[config.mk]
export PLATFORM = sky130hd
export DESIGN_NAME = fifo_wr_arbiter
export DESIGN_NICKNAME = d
export VERILOG_FILES = /design/src/rtl/fifo_wr_arbiter.sv
export SDC_FILE = /design/constraint.sdc
export NUM_CORES = 1
export LEC_CHECK = 0
export BUFFER_PORTS_ARGS = -buffer_cell sky130_fd_sc_hd__buf_4
export CAP_MARGIN = 20
export CORE_ASPECT_RATIO = 0.5
export CORE_UTILIZATION = 45
export CTS_CLUSTER_DIAMETER = 30
export DETAILED_ROUTE_END_ITERATION = 8
export PLACE_DENSITY = 0.74
export REMOVE_ABC_BUFFERS = 1
export SLEW_MARGIN = 20
export SYNTH_ARGS = -nofsm -noshare
export SYNTH_HDL_FRONTEND = slang
export SYNTH_SLANG_ARGS = --single-unit
[constraint.sdc]
create_clock -name w_clk -period 2.7 [get_ports w_clk]
set_clock_uncertainty 0.15 [all_clocks]
set_input_delay 0.675 -clock w_clk [delete_from_list [all_inputs] [get_ports w_clk]]
set_output_delay 0.675 -clock w_clk [all_outputs]
set_load 0.01 [all_outputs]
[src/rtl/fifo_wr_arbiter.sv]
// Round-robin, burst-locked arbiter that shares one async-FIFO write port among NUM_REQ producers.
// Lives entirely in the w_clk domain and honours the FIFO full flag.
module fifo_wr_arbiter #(
    parameter int unsigned NUM_REQ   = 4,
    parameter int unsigned WIDTH     = 8,
    parameter int unsigned MAX_BURST = 4
) (
    input  logic                         w_clk,
    input  logic                         w_rst,
    input  logic [NUM_REQ-1:0]           req_valid,
    input  logic [NUM_REQ-1:0]           req_last,
    input  logic [NUM_REQ*WIDTH-1:0]     req_data,
    output logic [NUM_REQ-1:0]           req_ready,
    input  logic                         fifo_full,
    output logic                         fifo_w_en,
    output logic [WIDTH-1:0]             fifo_data,
    output logic [$clog2(NUM_REQ)-1:0]   grant_id,
    output logic                         busy,
    output logic [15:0]                  stall_cnt
);

    localparam int unsigned ID_W  = $clog2(NUM_REQ);
    localparam int unsigned CNT_W = 8;
    localparam int unsigned STL_W = 16;

    typedef enum logic {
        IDLE  = 1'b0,
        GRANT = 1'b1
    } state_t;

    state_t             state_q, state_d;
    logic [ID_W-1:0]    rr_ptr_q, rr_ptr_d;
    logic [ID_W-1:0]    grant_d;
    logic [ID_W-1:0]    pick;
    logic [CNT_W-1:0]   beat_cnt_q, beat_cnt_d;
    logic [STL_W-1:0]   stall_d;
    logic               accept;
    logic [WIDTH-1:0]   data_arr [NUM_REQ];

    for (genvar g = 0; g < NUM_REQ; g++) begin : g_unpack
        assign data_arr[g] = req_data[g*WIDTH +: WIDTH];
    end

    // First valid requester searching upward from rr_ptr+1, wrapping modulo NUM_REQ.
    always_comb begin
        int unsigned idx;
        logic        found;
        pick  = grant_id;
        found = 1'b0;
        idx   = 0;
        for (int unsigned k = 1; k <= NUM_REQ; k++) begin
            idx = (32'(rr_ptr_q) + k) % NUM_REQ;
            if (!found && req_valid[ID_W'(idx)]) begin
                pick  = ID_W'(idx);
                found = 1'b1;
            end
        end
    end

    // Next-state and write-port outputs; beats pass straight through in GRANT.
    always_comb begin
        state_d    = state_q;
        rr_ptr_d   = rr_ptr_q;
        grant_d    = grant_id;
        beat_cnt_d = beat_cnt_q;
        stall_d    = stall_cnt;
        accept     = 1'b0;
        req_ready  = '0;
        fifo_w_en  = 1'b0;
        fifo_data  = '0;
        case (state_q)
            IDLE: begin
                if (|req_valid) begin
                    grant_d    = pick;
                    rr_ptr_d   = pick;
                    beat_cnt_d = '0;
                    state_d    = GRANT;
                end
            end
            GRANT: begin
                accept = req_valid[grant_id] && !fifo_full;
                if (req_valid[grant_id] && fifo_full && (stall_cnt != {STL_W{1'b1}})) begin
                    stall_d = stall_cnt + STL_W'(1);
                end
                if (accept) begin
                    req_ready[grant_id] = 1'b1;
                    fifo_w_en           = 1'b1;
                    fifo_data           = data_arr[grant_id];
                    beat_cnt_d          = beat_cnt_q + CNT_W'(1);
                    // Packet end or burst cap hands the port back for one arbitration cycle.
                    if (req_last[grant_id] || (beat_cnt_d == CNT_W'(MAX_BURST))) begin
                        state_d = IDLE;
                    end
                end
            end
            default: state_d = IDLE;
        endcase
    end

    always_ff @(posedge w_clk or posedge w_rst) begin
        if (w_rst) begin
            state_q    <= IDLE;
            rr_ptr_q   <= ID_W'(NUM_REQ - 1);
            beat_cnt_q <= '0;
            grant_id   <= '0;
            stall_cnt  <= '0;
        end else begin
            state_q    <= state_d;
            rr_ptr_q   <= rr_ptr_d;
            beat_cnt_q <= beat_cnt_d;
            grant_id   <= grant_d;
            stall_cnt  <= stall_d;
        end
    end

    assign busy = (state_q == GRANT);

endmodule

After elaboration in Yosys (flattened, before gate mapping)
Index checks and enable logic that the tools add are counted.
Storage, ports and cells
  bits in registers: 29
  input bits: 43
  word-level logic and storage cells: 77
Operators by class
  add/subtract/negate cells: 6
  order comparisons: 7
  eq/ne operators: 4
  multiplexer cells: 37
  bitwise gates (word level): 2
  reduce and logical (&&, ||, !) cells: 16
Operators with widths (count)
  8-bit 2-to-1 mux: 6
  16-bit by 1-bit adder with 16-bit output, second input constant: 1
  8-bit binary-select mux with 2-bit select: 1
  16-bit != test, second input constant: 1
  8-bit case mux with 2 select lines: 1
  2-bit by 3-bit < comparator with 1-bit output, second input constant: 5
  1-bit 2-to-1 mux: 15
  1-bit binary-select mux with 2-bit select: 6
  8-bit by 1-bit adder with 8-bit output, second input constant: 1
  8-bit by 3-bit == test with 1-bit output, second input constant: 1
  2-bit 2-to-1 mux: 4
  4-bit 2-to-1 mux: 2
  1-bit logical AND: 7
  2-bit AND reduction: 3
  2-bit by 1-bit adder with 2-bit output, second input constant: 2
  2-bit adder, second input constant: 2
  1-bit logical NOT: 4
  4-bit OR reduction: 1
  3-bit >= comparator, second input constant: 1
  2-bit inverter with 3-bit output: 1
  1-bit demux with 2-bit select: 1
  2-bit by 1-bit >= comparator with 1-bit output, second input constant: 1
  2-bit by 1-bit != test with 1-bit output, second input constant: 1
  2-bit != test, second input constant: 1
  other kinds (3): 3

Depth between registers and ports, before layout
  depth after elaboration: 13
  depth in mapped cells: 8

Least setup slack after synthesis
Ideal clock, no wire load.
  kind: in2out
  start: in req_valid[3]
  end: out fifo_data[0]
  data arrival time: 1.496 ns
  required time: 1.875 ns
  slack: 0.379 ns
  stages: 3
  buffers on the path: 1
  cell sequence: mux4_2 -> buf_6 -> and3_1
Between the ends
  cells in the longest elaborated chain, start to end: 5
Ends and longest elaborated chain
  start: declaration: line 10  | input logic [NUM_REQ-1:0] req_valid,
  1-bit binary-select mux with 2-bit select: line 81  | accept = req_valid[grant_id] && !fifo_full;
  1-bit 2-to-1 mux (not written as such): line 81
  1-bit logical AND: line 81
  8-bit 2-to-1 mux: line 85  | if (accept) begin
  8-bit 2-to-1 mux: line 71  | case (state_q)
  end: declaration: line 16  | output logic [WIDTH-1:0] fifo_data,
No other way between the ends. The select of a mux whose other input is x is not followed.

Worst setup path after layout
  start: reg grant_id[0]
  end: out fifo_data[6]
Between the ends
  cells in the longest elaborated chain, start to end: 6
  elaborated cells between the ends (all ways): 9
  those cells by class: 7 x mux; 1 x bitwise; 1 x reduce/logical
Ends and longest elaborated chain
  start: declaration: line 17  | output logic [$clog2(NUM_REQ)-1:0] grant_id,
  start signal: assignment: line 111  | grant_id <= grant_d;
  2-bit inverter with 3-bit output (not written as such): line 88  | fifo_data = data_arr[grant_id];
  8-bit binary-select mux with 2-bit select: line 88
  8-bit 2-to-1 mux (not written as such) (2 in a row): line 88
  8-bit 2-to-1 mux *: line 85
  8-bit 2-to-1 mux *: line 71
Mark *: on every way between the ends. The rest lies on a longest branch, timed or not. The select of a mux whose other input is x is not followed.

==> results.md <==
* Status: finished clean
* Crit-path max FO at 11
* Pre-Repair DR Iteration Count at 4
* Synth Cell Area at between 2000 and 2500 µm²
* Post-synth EDFFs at 0
* Most common cell after layout, fill and taps aside: buf_4
* RSZ-0062 raised after global routing: no
* Core area at 4470 µm²
* Avg WL per Cell at ~14 µm
* Fmax at roughly 380 MHz
* Clk pin slew, worst setup/hold paths at 0.06 ns
* IO Pins at between 70 and 80
* H-tree level count at 2
* Die X-Extent at slightly below 100 µm
* Dpl ws at roughly 0.14 ns
* Setup TNS at 0 ns
* Die area at 5020 µm²
* Final net count at 340
* Hold crit path type: input pin to async pin
* Clock tree buffer depth at 2
* LEAKAGE at about 1.3 nW
* Slew headroom at around two thirds
* Detail Route Antenna Nets at 0
* Vias post-DR at 1962
* Most frequent cells in the layout: buf_4, dfrtp_1, nand2_1
* Final worst setup slack at 0.0978 ns
* Final-report setup violation count at 0
* Initial antenna violation count at 0
* Area grow syn2layout at 32.4%
* Critical path endpoint category: output port
* Post-CTS Setup Repair Bufs at 0
* Via density per instance at 5.57
* DRC at 0
* Clk_lat worst skew at about 0.28 ns
* Largest net degree at the start of global routing at 30
* Ratio of cells with drive above 1 in the final layout at 39.0%
* Gate Count Post-Synth at around 220
* Slew @ Worst Pin at 0.501 ns
* Max Cap Viol at 0
* Post-CTS resize count at 1
* Drt total wl at 5100 µm
* DP Wirelength at slightly below 4000 µm
* GR Util All Layers at between 20% and 30%
* Post-layout min period at 2.60 ns
* Seq cells post-synth at 29
* Dpl cells at ~340
* Pwr Total at between 2 and 2.5 mW
* Syn_area_per_cell at slightly below 10 µm²
* Power per cell area at approximately 760 nW/µm²
* Root Driver: clkbuf_8
* Vias in the first global route at 1924
* Initial Utilization at a little under half
* Sequential area share after synthesis at 34.3%
* CP Data Required Time at around 1.9 ns
* First-iteration detailed-routing DRC count at 94
* Num rows at 17
* Chip Height at roughly 51 µm
* Synth warnings at 0
* Asr flop ratio synth at 100%
* # diodes at 0
* First-pass GRT wire length at approximately 8800 µm
* Crit path launch type: flip-flop
* Setup CP Type: flip-flop to output port
* CTS Sinks at 29
* Distinct cells, synth at 53
* Ys flop type: dfrtp_1
* GPL Wtd Cong at 0.776
* Slew Viols, Final at 0
* CTS tree: built
* Fin. Hold Viols at 0
* Finished Layout Cells at between 300 and 400
* WP data arrival at about 1.8 ns
* Period utilisation layout at 96.4%
* Inserted Clock Buffers at 5
* Hold_ws at 0.316 ns
* # hold bufs at CTS at 0
* Buffers on Ports at 74
* Maximum VDD drop at between 0.3 and 0.4 mV
* Grt total ovfl at 0
-- layout make-up --
class / count / area [µm²]
inverter: 4 / 15.0
multi-input combinational: 171 / 1290
sequential: 29 / 729
tap: 57 / 71.3
timing repair buffer: 83 / 627
clock inverter: 2 / 10.0
fill: 396 / 1650
clock buffer: 6 / 72.6
-- state kept, by name, summed over array words and instances, names as in the netlist --
name        flops
stall_cnt      16
beat_cnt_q      8
grant_id        2
rr_ptr_q        2
busy            1
-- synth_stat cells, types with 2 or more instances --
cell type	n	area share [%]
nand4_1	8	2.4
and3b_1	2	0.82
buf_2	7	1.6
dfstp_2	2	2.5
nor3_1	5	1.2
o22ai_1	2	0.59
and3_1	10	2.9
o31ai_1	2	0.71
nor3b_1	2	0.71
nand2_1	21	3.7
and4b_1	2	0.94
and2_1	3	0.88
nor4_1	2	0.59
nand3_1	13	3.1
a21oi_1	5	1.2
o31a_1	2	0.82
a211oi_1	3	1.1
a31oi_1	3	0.88
nand3b_1	2	0.71
dfrtp_1	27	32
clkbuf_1	7	1.2
xor2_1	3	1.2
inv_1	3	0.53
buf_6	3	1.6
mux4_2	10	11
ha_1	3	1.8
o21ai_1	4	0.94
nor2_1	11	1.9
nand2b_1	6	1.8
xnor2_1	16	6.6
o21ai_0	10	2.4
-- path summary, 6_finish.rpt --
kind / startpoint / endpoint / slack, ns / cells past startpoint
max: grant_id[0]$_DFFE_PP0P_ / fifo_data[6] / 0.1 / 4
max in group asynchronous: w_rst / rr_ptr_q[1]$_DFFE_PP1P_ / 1.77 / 3
min in group w_clk: beat_cnt_q[7]$_DFFE_PP0P_ / beat_cnt_q[7]$_DFFE_PP0P_ / 0.33 / 1
min: w_rst / beat_cnt_q[2]$_DFFE_PP0P_ / 0.32 / 3
min reg2reg: beat_cnt_q[7]$_DFFE_PP0P_ / beat_cnt_q[7]$_DFFE_PP0P_ / 0.33 / 1
max reg2reg: grant_id[0]$_DFFE_PP0P_ / stall_cnt[15]$_DFFE_PP0P_ / 0.64 / 5
-- layer usage --
metal	GRT usage (%)	routed length [µm]	up-vias
met5	0	0	-
met3	3.48	187	5
li1	-	-	962
met2	38.2	2540	48
met1	29.2	2340	947
met4	5.15	35	0
-- power by group --
group          total, mW  internal (mW)  switching [mW]
clock              0.338          0.178           0.160
sequential         0.735          0.544           0.191
combinational       1.08          0.566           0.510
-- worst max-delay path, cell delays in order (launching register included) --
cell,delay (ns)
dfrtp_2,0.46
buf_6,0.20
mux4_2,0.51
and3_1,0.19
buf_4,0.14
-- cell families (layout without fill, tap and decap cells) --
kind of cell             after synthesis  count (layout)  synth area share, %
multiplexers                          11              11                 11.1
AO/OA/AOI/OAI                         40              40                 12.7
flip-flops                            29              29                 34.3
adder cells (fa/ha/maj)                3               3                 1.77
AND/OR/NAND/NOR                       98              98                 27.1
buffers and inverters                 21              95                 5.18
XOR/XNOR                              19              19                 7.83
-- metrics by stage --
stage	utilization (%)	cell area (µm²)
2_1_floorplan	-	2030
3_3_place_gp	61.0	2730
3_5_place_dp	61.0	2730
4_1_cts	62.9	2810
5_1_grt	63.0	2820
6_report	63.0	2820
Note: power is estimated with default switching activity, not from simulation.
